===== config.mk =====
export PLATFORM = sky130hd
export DESIGN_NAME = ro_path_sequencer
export DESIGN_NICKNAME = d
export VERILOG_FILES = /design/src/rtl/ro_path_sequencer.sv
export SDC_FILE = /design/constraint.sdc
export NUM_CORES = 1
export LEC_CHECK = 0
export BUFFER_PORTS_ARGS = -buffer_cell sky130_fd_sc_hd__buf_2
export CORE_MARGIN = 5
export CORE_UTILIZATION = 57
export CTS_CLUSTER_SIZE = 40
export DETAILED_ROUTE_END_ITERATION = 12
export PLACE_DENSITY = 0.91
export SLEW_MARGIN = 30
export SYNTH_ARGS = -nofsm -noshare
export SYNTH_HDL_FRONTEND = slang
export SYNTH_SLANG_ARGS = --single-unit

===== constraint.sdc =====
create_clock -name clk -period 2.97 [get_ports clk]
set_input_delay 0 -clock clk [delete_from_list [all_inputs] [get_ports clk]]
set_output_delay 0 -clock clk [all_outputs]
set_load 0.02 [all_outputs]

===== src/rtl/ro_path_sequencer.sv =====
// ro_path_sequencer: launches transitions into one of NUM_PATHS inverter-chain
// delay paths, samples the selected output settle+1 cycles after launch, and
// counts trials and mismatches against the expected settled level.
//
// state     | meaning
// ----------+-----------------------------------------------------------
// S_IDLE    | waiting for start; counts and path_in hold
// S_LAUNCH  | toggle path_in[sel] at the exiting edge, load wait counter
// S_WAIT    | settle cycles of down-counting before capture
// S_CAPTURE | raw single-flop capture of path_out[sel] at the exiting edge
// S_CHECK   | compare capture with launched level, bump counters
// S_DONE    | one-cycle completion pulse
module ro_path_sequencer #(
  parameter int NUM_PATHS = 4,
  parameter int SEL_W     = 2,
  parameter int CNT_W     = 16,
  parameter int WAIT_W    = 4,
  parameter bit INVERT    = 1'b0
) (
  input  logic                 clk,
  input  logic                 rst,
  input  logic                 start,
  input  logic                 abort,
  input  logic [SEL_W-1:0]     path_sel,
  input  logic [CNT_W-1:0]     num_trials,
  input  logic [WAIT_W-1:0]    settle_cycles,
  output logic [NUM_PATHS-1:0] path_in,
  input  logic [NUM_PATHS-1:0] path_out,
  output logic                 busy,
  output logic                 done,
  output logic                 sel_err,
  output logic [CNT_W-1:0]     trial_count,
  output logic [CNT_W-1:0]     err_count
);

  typedef enum logic [2:0] {
    S_IDLE, S_LAUNCH, S_WAIT, S_CAPTURE, S_CHECK, S_DONE
  } state_t;

  // One extra bit so NUM_PATHS == 2**SEL_W is representable.
  localparam logic [SEL_W:0] NUM_PATHS_W = (SEL_W+1)'(NUM_PATHS);

  state_t              state;
  logic [SEL_W-1:0]    sel_q;
  logic [CNT_W-1:0]    trials_q;
  logic [WAIT_W-1:0]   settle_q;
  logic [WAIT_W-1:0]   wait_cnt;
  logic                cap_q;

  logic [NUM_PATHS-1:0] sel_mask;
  logic                 sel_bad;
  logic                 launch_level;
  logic                 path_obs;
  logic                 expected;
  logic [CNT_W-1:0]     trial_next;

  // Path selection is done with a one-hot mask so an out-of-range selector
  // can never index past the vector; sel_bad keeps it from running anyway.
  assign sel_mask     = NUM_PATHS'(1) << sel_q;
  assign sel_bad      = {1'b0, path_sel} >= NUM_PATHS_W;
  assign launch_level = |(path_in & sel_mask);
  assign path_obs     = |(path_out & sel_mask);
  assign expected     = launch_level ^ INVERT;
  assign trial_next   = trial_count + CNT_W'(1);

  // Sequencer FSM with all outputs registered.
  always_ff @(posedge clk or posedge rst) begin
    if (rst) begin
      state       <= S_IDLE;
      sel_q       <= '0;
      trials_q    <= '0;
      settle_q    <= '0;
      wait_cnt    <= '0;
      cap_q       <= 1'b0;
      path_in     <= '0;
      busy        <= 1'b0;
      done        <= 1'b0;
      sel_err     <= 1'b0;
      trial_count <= '0;
      err_count   <= '0;
    end else begin
      done <= 1'b0;
      if (abort && state != S_IDLE && state != S_DONE) begin
        // Abort leaves counts and path_in at their partial values.
        state <= S_IDLE;
        busy  <= 1'b0;
      end else begin
        case (state)
          S_IDLE: begin
            if (start) begin
              sel_q       <= path_sel;
              trials_q    <= num_trials;
              settle_q    <= settle_cycles;
              trial_count <= '0;
              err_count   <= '0;
              sel_err     <= sel_bad;
              busy        <= 1'b1;
              if (sel_bad || num_trials == '0) begin
                state <= S_DONE;
                done  <= 1'b1;
              end else begin
                state <= S_LAUNCH;
              end
            end
          end
          S_LAUNCH: begin
            path_in  <= path_in ^ sel_mask;
            wait_cnt <= settle_q;
            state    <= (settle_q == '0) ? S_CAPTURE : S_WAIT;
          end
          S_WAIT: begin
            wait_cnt <= wait_cnt - WAIT_W'(1);
            if (wait_cnt == WAIT_W'(1)) state <= S_CAPTURE;
          end
          S_CAPTURE: begin
            // Deliberately a single raw flop: metastability is the measurand.
            cap_q <= path_obs;
            state <= S_CHECK;
          end
          S_CHECK: begin
            trial_count <= trial_next;
            if (cap_q != expected && err_count != '1)
              err_count <= err_count + CNT_W'(1);
            if (trial_next == trials_q) begin
              state <= S_DONE;
              done  <= 1'b1;
            end else begin
              state <= S_LAUNCH;
            end
          end
          S_DONE: begin
            busy  <= 1'b0;
            state <= S_IDLE;
          end
          default: begin
            busy  <= 1'b0;
            state <= S_IDLE;
          end
        endcase
      end
    end
  end

endmodule


# --- After elaboration in Yosys (flattened, before gate mapping) ---
# Index checks and enable logic that the tools add are counted.
word_totals:
  reg_bits: 68
  inputBits: 30
  out_inout_bits: 39
  elab_cells: 73
classes:
  add_sub_neg: 3
  eq_ne: 14
  shifts: 1
  mux: 20
  n_bitwise: 4
  reduce_logical: 20
ops:
  columns: ["cell", "count"]
  rows:
  - ["$pmux 16 s2", 2]
  - ["$add 16x1->16 const B", 2]
  - ["$mux 16", 2]
  - ["$eq 16x16->1", 1]
  - ["$logic_not 16->1", 1]
  - ["$ne 16x16->1 const B", 1]
  - ["$mux 3", 5]
  - ["$pmux 3 s5", 1]
  - ["$reduce_or 4->1", 3]
  - ["$reduce_and 2->1", 5]
  - ["$ne 3x3->1 const B", 3]
  - ["$and 4x4->4", 2]
  - ["$pmux 4 s2", 1]
  - ["$mux 1", 7]
  - ["$eq 3x2->1 const B", 2]
  - ["$reduce_and 3->1", 2]
  - ["$eq 4x1->1 const B", 1]
  - ["$logic_not 4->1", 1]
  - ["$ne 2x2->1 const B", 2]
  - ["$pmux 1 s2", 2]
  - ["$reduce_and 4->1", 1]
  - ["$reduce_bool 2->1", 2]
  - ["$shl 1x2->4 const A", 1]
  - ["$sub 4x1->4 const B", 1]
  - ["other kinds (9)", 11]

# --- Logic depth before layout (Yosys ltp) ---
# Gate-level depths: netlist of run 1.
logic_depth:
  depth_word: 7
  depth_mapped: 8
  ltp_nobuf: 8

# --- Worst setup path before layout of run 1 ---
# Ideal clock, no wire load.
synth_path:
  path_kind: "register to register"
  start: "reg trial_count[0]"
  end: "reg done"
  t_arrival_ns: 2.439
  path_slack_ns: 0.437
  path_stages_with_launch: 9
  n_path_buf: 1
  path_cell_list: "dfrtp_1 > ha_1 > nand3_2 > or4_1 > clkbuf_1 > xnor2_1 > a211oi_1 > o2111ai_2 > a221oi_2"
synth_via:
  elab_chain_len: 5
synth_lines:
  columns: ["item", "line", "rtl"]
  rows:
  - ["from (decl)", "32", "output logic [CNT_W-1:0] trial_count,"]
  - ["from (signal assigned)", "121", "trial_count <= trial_next;"]
  - ["$add 16x1->16", "64", "assign trial_next = trial_count + CNT_W'(1);"]
  - ["$eq 16x16->1", "124", "if (trial_next == trials_q) begin"]
  - ["$mux 1", "124", null]
  - ["$pmux 1 s2", "88", "case (state)"]
  - ["$mux 1", "83", "if (abort && state != S_IDLE && state != S_DONE) begin"]
  - ["to (signal assigned)", "82", "done <= 1'b0;"]
  - ["to (signal assigned)", "100", "done <= 1'b1;"]
  - ["to (signal assigned)", "126", "done <= 1'b1;"]
  - ["to (decl)", "30", "output logic done,"]
# No other way between the ends.
# A chain may end at the register's enable or synchronous reset.

# --- Worst setup path in the final report of run 1 ---
# Ends and elaborated chain as after synthesis.

==> results of run 1 <==
area by class of cell:
class                      instances  area (um2)
fill                             507        1940
clock buffer                      11         151
multi-input combinational        340        2140
sequential                        68        1700
tap                               96         120
clock inverter                     5        82.6
timing repair buffer              99         633
inverter                          15        56.3
flip-flops by register name (all words and copies together) (netlist names), 2 cells and up:
signal / count
trial_count: 16
settle_q: 4
trials_q: 16
wait_cnt: 4
path_in: 4
state: 3
err_count: 16
sel_q: 2
worst min path at each step:
| stage | from | to | slack (ps) |
|---|---|---|---|
| after floorplan | path_sel[0] | sel_q[0] | 110 |
| after global placement | rst | err_count[5] | 70 |
| after detailed placement | rst | err_count[1] | 80 |
| after CTS | abort | done | 20 |
| after global routing | abort | done | 60 |
| final | abort | done | 40 |
routing by layer:
metal / wire [um] / part of all wire, % / global-route usage, %
met5: 0 / 0 / 0
met4: 383 / 3.6 / 13.4
met3: 752 / 7.2 / 5.69
met2: 5010 / 48 / 40.0
met1: 4360 / 42 / 34.2
cell families after synthesis:
| group | Yosys count |
|---|---|
| AND/OR/NAND/NOR | 217 |
| AO/OA/AOI/OAI | 82 |
| flip-flops | 68 |
| buffers and inverters | 38 |
| XOR/XNOR | 24 |
| adder cells (fa/ha/maj) | 8 |
| multiplexers | 8 |
| other | 1 |
layout by cell type (no fill, tap or decap), types with 3 or more instances in the layout:
cell	count
a21oi_1	14
mux2_2	5
and3_1	5
nand3_1	15
buf_4	9
clkbuf_8	11
nor4_1	9
or4_1	6
and2_1	8
o41ai_1	3
nand2b_1	6
xnor2_1	13
or3_1	5
nand3b_1	3
o21ai_0	33
buf_2	67
ha_1	8
dfrtp_1	68
nand4_1	6
nand2_1	90
nor2_1	28
xor2_1	11
inv_1	14
a211oi_1	3
nor2b_1	5
nor3_1	5
dlygate4sd3_1	23
o31ai_1	9
power breakdown:
part           switching, mW  leakage (nW)  internal [mW]
Combinational          0.685          1.28          0.493
Sequential             0.245         0.893           1.15
Clock                  0.359         0.120          0.522
Total                   1.29          2.30           2.17
worst max-delay path, stage by stage, from the launching register on:
cell and delay (ps):
dfrtp_1 510, ha_1 340, nand3_2 220, or4_1 620
xnor2_1 170, a211oi_1 300, o2111ai_2 190, a221oi_2 260
per-stage QoR:
step	area [um2]	total power [mW]	utilization (%)	worst slack (ps)	hold WS, ps
floorplan	4020	2.20	-	437	105
global placement	4420	2.47	64.7	463	67.0
detailed placement	4420	2.54	64.7	306	80.1
CTS	4890	3.45	71.5	269	23.0
global route	4890	3.68	71.5	50.4	59.1
finish	4890	3.46	71.5	252	40.0
what timing repair did:
action | 4_1_cts | 5_1_grt
endpoints found under the setup margin | 0 | 0
hold buffers | 23 | 0
endpoints found under the hold margin | 46 | 0
==> out/metrics.csv, run 1 <==
metric,value,unit
outcome,completed,
cts_tree,built,
ant_nets,0,
die_w,94.0,um
ys.warnings.count,0,
finalHoldViolations,0,
die_h,94.0,um
stdcell_count,634,
drc,0,
grt_usage,25.9,%
rr_startpoint,trial_count[0],
drt_first_pass_iters,5,
max_slew_margin,43.0,%
peakVddDrop,550,uV
worstHoldPathCells,2,
clock_latency,350,ps
synth_area_leaders,"dfrtp_1, nand2_1, o21ai_0, xnor2_1, nor2_1",
vias,3781,
drv_cap,0,
cts_made_buffers,9,
rows,30,
cts_resized,0,
post_cts_buffers,0,
end_kind,flip-flop,
grt_pass1_wl,18.0,mm
skew,12.4,ps
syn_area,4020,um2
finalSetupViolCount,0,
antenna_found_initial,0,
wl_per_cell,16.6,um
arrival,2960,ps
core,6830,um2
h-tree-depth,3,
wirelength,10.5,mm
synth_nets,484,
dp_hpwl,7.37,mm
required,3220,ps
crit_end,done,
start_util,58.8,%
rsz0062_at_grt,false,
numClockSinks,68,
synth_flop_cell,dfrtp_1,
grt_pass1_vias,3728,
die_area,8830,um2
tns,0,ps
power.leakage,2.30,nW
synth_top_area_share,42.4,%
yosys.cell_types.count,67,
yosys.area.top_type,dfrtp_1,
critPathLaunch,trial_count[0],
crit_fanout,8,
antenna_cells,0,
powerDensity,707,nW/um2
ys_seq_area_share,42.4,%
synth_commonest_cells,"nand2_1, dfrtp_1, o21ai_0, nor2_1",
synthAdderAreaFrac,2.49,%
synth.most_common_cell,nand2_1,
hold_class,primary input to flip-flop,
reg2reg_slack,250,ps
timing.rr.end,done,
io_pins,69,
synthSimpleGateAreaFrac,29.2,%
syn_to_final_growth,21.6,%
synth_top_family_by_area,simple AND/OR/NAND/NOR gates,
place.gp.congestion,0.935,
start_kind,flip-flop,
synthMuxAreaShare,2.46,%
cts.path.max_buffers,2,
grt_max_degree,28,
synth_compound_area_share,13.7,%
async_flop_share,100,%
crit_type,flip-flop to flip-flop,
syn_area_per_cell,9.01,um2
ys_ff_latch,68,
drv_slew,0,
worstMarginPinSlew,853,ps
drt_iter0_drc,238,
placedCellCount,595,
finalCriticalPeriod,2720,ps
clock-root-buffer,clkbuf_8,
nets,571,
vias_per_cell,5.96,
overflow,0,
synth_xor_area_share,5.23,%
layout-drive-gt1-share,21.9,%
fin_crit_sh,91.5,%
netlist_instances,446,
reg2reg_depth,7,
path_clk_slew,70,ps
synth_edf_count,0,
max_freq,368,MHz
io_buffers,67,
Note: power is estimated with default switching activity, not from simulation.
==> inputs of run 2 (changes only) <==
==> constraint.sdc (replaced) <==
create_clock -name clk -period 2.97 [get_ports clk]
set_input_delay 0.594 -clock clk [delete_from_list [all_inputs] [get_ports clk]]
set_output_delay 0.594 -clock clk [all_outputs]
set_load 0.02 [all_outputs]
==> out/metrics.csv, run 2 (synthesized netlist as in run 1, its figures left out) <==
metric,value,unit,change
final_common_cell,nand2_1,,
crit_type,flip-flop to flip-flop,,
reg2reg_slack,280,ps,+30 ps
grt_pass1_vias,3514,,-5.7%
cts_hold_buffers,0,,-100%
clock-root-buffer,clkbuf_8,,
antenna_found_initial,0,,unchanged
worstMarginPinSlew,510,ps,-343 ps
fin_crit_sh,90.5,%,-1.0 points
power.leakage,2.19,nW,-4.6%
drc,0,,unchanged
post_cts_buffers,0,,unchanged
rr_startpoint,trial_count[0],,
core,6830,um2,unchanged
required,3230,ps,about the same
final_cell_mix,"nand2_1, dfrtp_1, buf_2",,
h-tree-depth,3,,unchanged
cts_made_buffers,9,,unchanged
overflow,0,,unchanged
slowest_delay,620,ps,about the same
rsz0062_at_grt,false,,
ff_latch_area,1700,um2,unchanged
fillers,542,,+6.9%
arrival,2950,ps,about the same
vias,3702,,-2.1%
start_kind,flip-flop,,
reg_top3,"err_count x16, trial_count x16, trials_q x16",,
drt_first_pass_iters,5,,unchanged
wl_per_cell,16.4,um,-1.1%
drv_slew,0,,unchanged
fin_util,67.7,%,-3.8 points
grt_max_degree,29,,+3.6%
die_w,94.0,um,unchanged
dp_hpwl,7.50,mm,+1.8%
path_clk_slew,70,ps,about the same
ant_nets,0,,unchanged
max_freq,372,MHz,+1.1%
place.gp.congestion,0.927,,-0.78%
nets,548,,-4.0%
drv_cap,0,,unchanged
finalCriticalPeriod,2690,ps,-30.2 ps
drt_iter0_drc,290,,+22%
hold_class,primary input to async pin,,
io_buffers,67,,unchanged
cts_resized,0,,unchanged
peakVddDrop,705,uV,+28%
clock_latency,350,ps,about the same
die_area,8830,um2,unchanged
rows,30,,unchanged
crit_slowest_cell,or4_1,,
cts_tree,built,,
vias_per_cell,6.06,,+1.6%
finalSetupViolCount,0,,unchanged
skew,3.41,ps,-9.01 ps
grt_pass1_wl,16.9,mm,-6.0%
powerDensity,719,nW/um2,+1.6%
syn_to_final_growth,15.1,%,
whs,227,ps,+187 ps
max_slew_margin,65.9,%,+23 points
wirelength,10.0,mm,-4.7%
outcome,completed,,
layout-drive-gt1-share,22.9,%,+0.98 points
finalHoldViolations,0,,unchanged
multiInputGateArea,2140,um2,unchanged
cts.path.max_buffers,2,,unchanged
numClockSinks,68,,unchanged
critPathLaunch,trial_count[0],,
crit_fanout,8,,unchanged
start_util,58.8,%,unchanged
die_h,94.0,um,unchanged
end_kind,flip-flop,,
io_pins,69,,unchanged
antenna_cells,0,,unchanged
grt_usage,24.3,%,-1.7 points
cp_cell_sequence,ha_1 > nand3_2 > or4_1 > xnor2_1 > a211oi_1 > o2111ai_2 > a221oi_2,,
tns,0,ps,unchanged
==> run 2: changes by cell type in the layout (fill, tap and decap cells not counted) <==
cell / change
bufinv_16: -1
clkinv_2: +3
clkinv_4: -1
dlygate4sd3_1: -23
inv_6: -1
==> run 2: final timing paths <==
| kind | end | cells after the start |
|---|---|---|
| setup / recovery | done | 7 |
| max in group asynchronous | trial_count[6] | 3 |
| setup reg to reg | done | 7 |
| min in group clk | settle_q[2] | 3 |
| hold / removal | path_in[2] | 2 |
| hold reg to reg | trials_q[6] | 2 |
==> run 2: cell type report <==
| cell class | count | area share [%] |
|---|---|---|
| Clock buffer | 11 | 3.27 |
| Multi-Input combinational cell | 340 | 46.3 |
| Clock inverter | 5 | 1.08 |
| Tap cell | 96 | 2.60 |
| Sequential cell | 68 | 36.8 |
| Timing Repair Buffer | 76 | 8.71 |
| Inverter | 15 | 1.22 |
==> run 2: report_power, final <==
group	switching, mW	internal [mW]	total [mW]
clock	0.357	0.428	0.785
sequential	0.239	1.15	1.39
combinational	0.665	0.480	1.14
==> run 2: layer usage <==
layer	up-vias	GRT usage [%]	share of wire (%)
met3	30	5.77	7.1
li1	1713	-	-
met4	0	8.90	2.7
met1	1772	31.4	42
met2	187	39.6	48
met5	-	0	0
==> run 2: metrics by stage <==
step	cells	setup WS [ps]	area (um2)	power, mW
after detailed placement	595	333	4420	2.54
after floorplan	446	437	4020	2.20
after global placement	595	460	4420	2.48
final	611	282	4620	3.32
after global routing	611	41.5	4620	3.56
after CTS	611	320	4620	3.33
==> run 2: worst max-delay path, delay by kind of cell (launching register included) <==
family / cells / cell delay (ps)
XOR/XNOR: 1 / 170
AND/OR/NAND/NOR: 2 / 830
flip-flops: 1 / 520
AO/OA/AOI/OAI: 3 / 720
adder cells (fa/ha/maj): 1 / 360
==> inputs of run 3 (changes only) <==
- BUFFER_PORTS_ARGS: -buffer_cell sky130_fd_sc_hd__buf_2 -> -buffer_cell sky130_fd_sc_hd__clkbuf_2
- GPL_TIMING_DRIVEN: unset -> 0
- SLEW_MARGIN: 30 -> unset
==> out/metrics.csv, run 3 (synthesized netlist as in run 1, its figures left out) <==
metric,value,unit,change
grt_pass1_vias,3579,,+1.8%
whs,405,ps,+178 ps
timing.rr.end,done,,
start_util,58.8,%,unchanged
numClockSinks,68,,unchanged
finalHoldViolations,0,,unchanged
place.gp.congestion,0.899,,-3.0%
power.leakage,2.17,nW,-0.69%
clock-root-buffer,clkbuf_8,,
seq_power_share,41.9,%,about the same
cts_tree,built,,
syn_to_final_growth,16.3,%,
finalPower,3.32,mW,-0.18%
hold_class,primary input to async pin,,
worstMarginPinSlew,1150,ps,+642 ps
path_clk_slew,70,ps,about the same
grt_max_degree,69,,+140%
rr_startpoint,trial_count[1],,
start_kind,flip-flop,,
arrival,2940,ps,about the same
cts_hold_buffers,0,,unchanged
cts.path.max_buffers,2,,unchanged
core,6830,um2,unchanged
rsz0062_at_grt,false,,
h-tree-depth,3,,unchanged
rows,30,,unchanged
dp_hpwl,7.41,mm,-1.1%
die_area,8830,um2,unchanged
reg2reg_depth,8,,+1
clkPwrFrac,23.2,%,-0.4 points
clock_latency,340,ps,about the same
use_met1,33.0,%,+1.6 points
cts_resized,0,,unchanged
p_sw_share,38.8,%,+0.79 points
grt_pass1_wl,17.1,mm,+1.1%
slowest_delay,520,ps,-100 ps
post_cts_buffers,0,,unchanged
end_kind,flip-flop,,
powerDensity,710,nW/um2,-1.3%
layout-drive-gt1-share,22.5,%,-0.42 points
reg_top3,"err_count x16, trial_count x16, trials_q x16",,
p_int,2.03,mW,-1.5%
final_common_cell,nand2_1,,
drv_cap,0,,unchanged
vias,3738,,+0.97%
io_pins,69,,unchanged
stdcell_count,625,,+2.3%
crit_type,flip-flop to flip-flop,,
reg2reg_slack,260,ps,-20 ps
finalSetupViolCount,0,,unchanged
drt_first_pass_iters,5,,unchanged
drt_iter0_drc,277,,-4.5%
required,3210,ps,-20 ps
vias_per_cell,5.98,,-1.3%
placedCellCount,609,,+2.4%
grt_usage,24.8,%,+0.48 points
dpl_cell_area,4480,um2,+1.2%
outcome,completed,,
nets,562,,+2.6%
crit_slowest_cell,or4_1,,
ant_nets,0,,unchanged
met3_usage,4.89,%,-0.88 points
drc,0,,unchanged
peakVddDrop,556,uV,-21%
use_met2,38.7,%,-0.83 points
critPathTopFamily,compound AO/OA/AOI/OAI gates,,
max_freq,369,MHz,-0.73%
die_h,94.0,um,unchanged
final_cell_mix,"nand2_1, clkbuf_2, dfrtp_1",,
grt.busiest_layer,met2,,
overflow,0,,unchanged
finalCriticalPeriod,2710,ps,+19.9 ps
antenna_found_initial,0,,unchanged
power_switching,1.29,mW,+1.9%
fin_crit_sh,91.2,%,+0.67 points
postLayoutCellArea,4670,um2,+1.1%
cp_cell_sequence,ha_2 > nand3_2 > or4_1 > clkbuf_1 > xnor2_1 > a211oi_1 > o2111ai_2 > a221oi_2,,
skew,7.27,ps,+3.86 ps
wl_per_cell,16.4,um,about the same
antenna_cells,0,,unchanged
drv_slew,0,,unchanged
io_buffers,67,,unchanged
crit_fanout,8,,unchanged
max_slew_margin,22.1,%,-44 points
combPwrFrac,34.9,%,+0.4 points
cp_num_buf_inv,1,,+1
cts_made_buffers,9,,unchanged
wirelength,10.2,mm,+2.2%
die_w,94.0,um,unchanged
-- run 3: changes by cell type in the layout (fill, tap and decap cells not counted), moves of 3 or more --
cell      previous run  this run
clkbuf_2             0        68
buf_2               67         5
clkbuf_1             0        15
buf_4                9         2
clkinv_2             4         0
buf_6                0         3
-- run 3: layout make-up --
| cell class | count | area [um2] |
|---|---|---|
| Buffer | 23 | 124 |
| Clock buffer | 13 | 149 |
| Clock inverter | 3 | 46.3 |
| Fill cell | 552 | 2160 |
| Inverter | 15 | 58.8 |
| Multi-Input combinational cell | 340 | 2140 |
| Sequential cell | 68 | 1700 |
| Tap cell | 96 | 120 |
| Timing Repair Buffer | 67 | 335 |
-- run 3: metal layers --
metal / share of wire (%) / wire (um) / vias to the layer above
li1: - / - / 1737
met2: 48 / 4890 / 180
met5: 0 / 0 / -
met3: 7.1 / 722 / 26
met1: 42 / 4350 / 1795
met4: 2.7 / 272 / 0
-- run 3: worst max path at each step --
stage,start,endpoint,slack [ps],cells past startpoint
floorplan,trial_count[0],done,440,8
CTS,trial_count[0],done,150,8
detailed placement,trial_count[0],done,200,8
global route,trial_count[1],done,40,8
global placement,rst,trial_count[4],-110,2
finish,trial_count[1],done,260,8
-- run 3: power groups by stage --
| stage | logic (mW) | registers, mW | clock network [mW] |
|---|---|---|---|
| global route | 1.29 | 1.42 | 0.836 |
| global placement | 1.09 | 1.38 | 0 |
| floorplan | 0.827 | 1.37 | 0 |
| finish | 1.16 | 1.39 | 0.769 |
| detailed placement | 1.15 | 1.40 | 0 |
| CTS | 1.16 | 1.38 | 0.782 |
-- run 3: through the flow --
step           TNS, ps  worst slack (ps)  util [%]
4_1_cts              0               148      68.4
3_5_place_dp         0               197      65.5
5_1_grt              0              40.7      68.4
2_1_floorplan        0               437         -
6_report             0               262      68.4
3_3_place_gp     -7600              -115      65.5
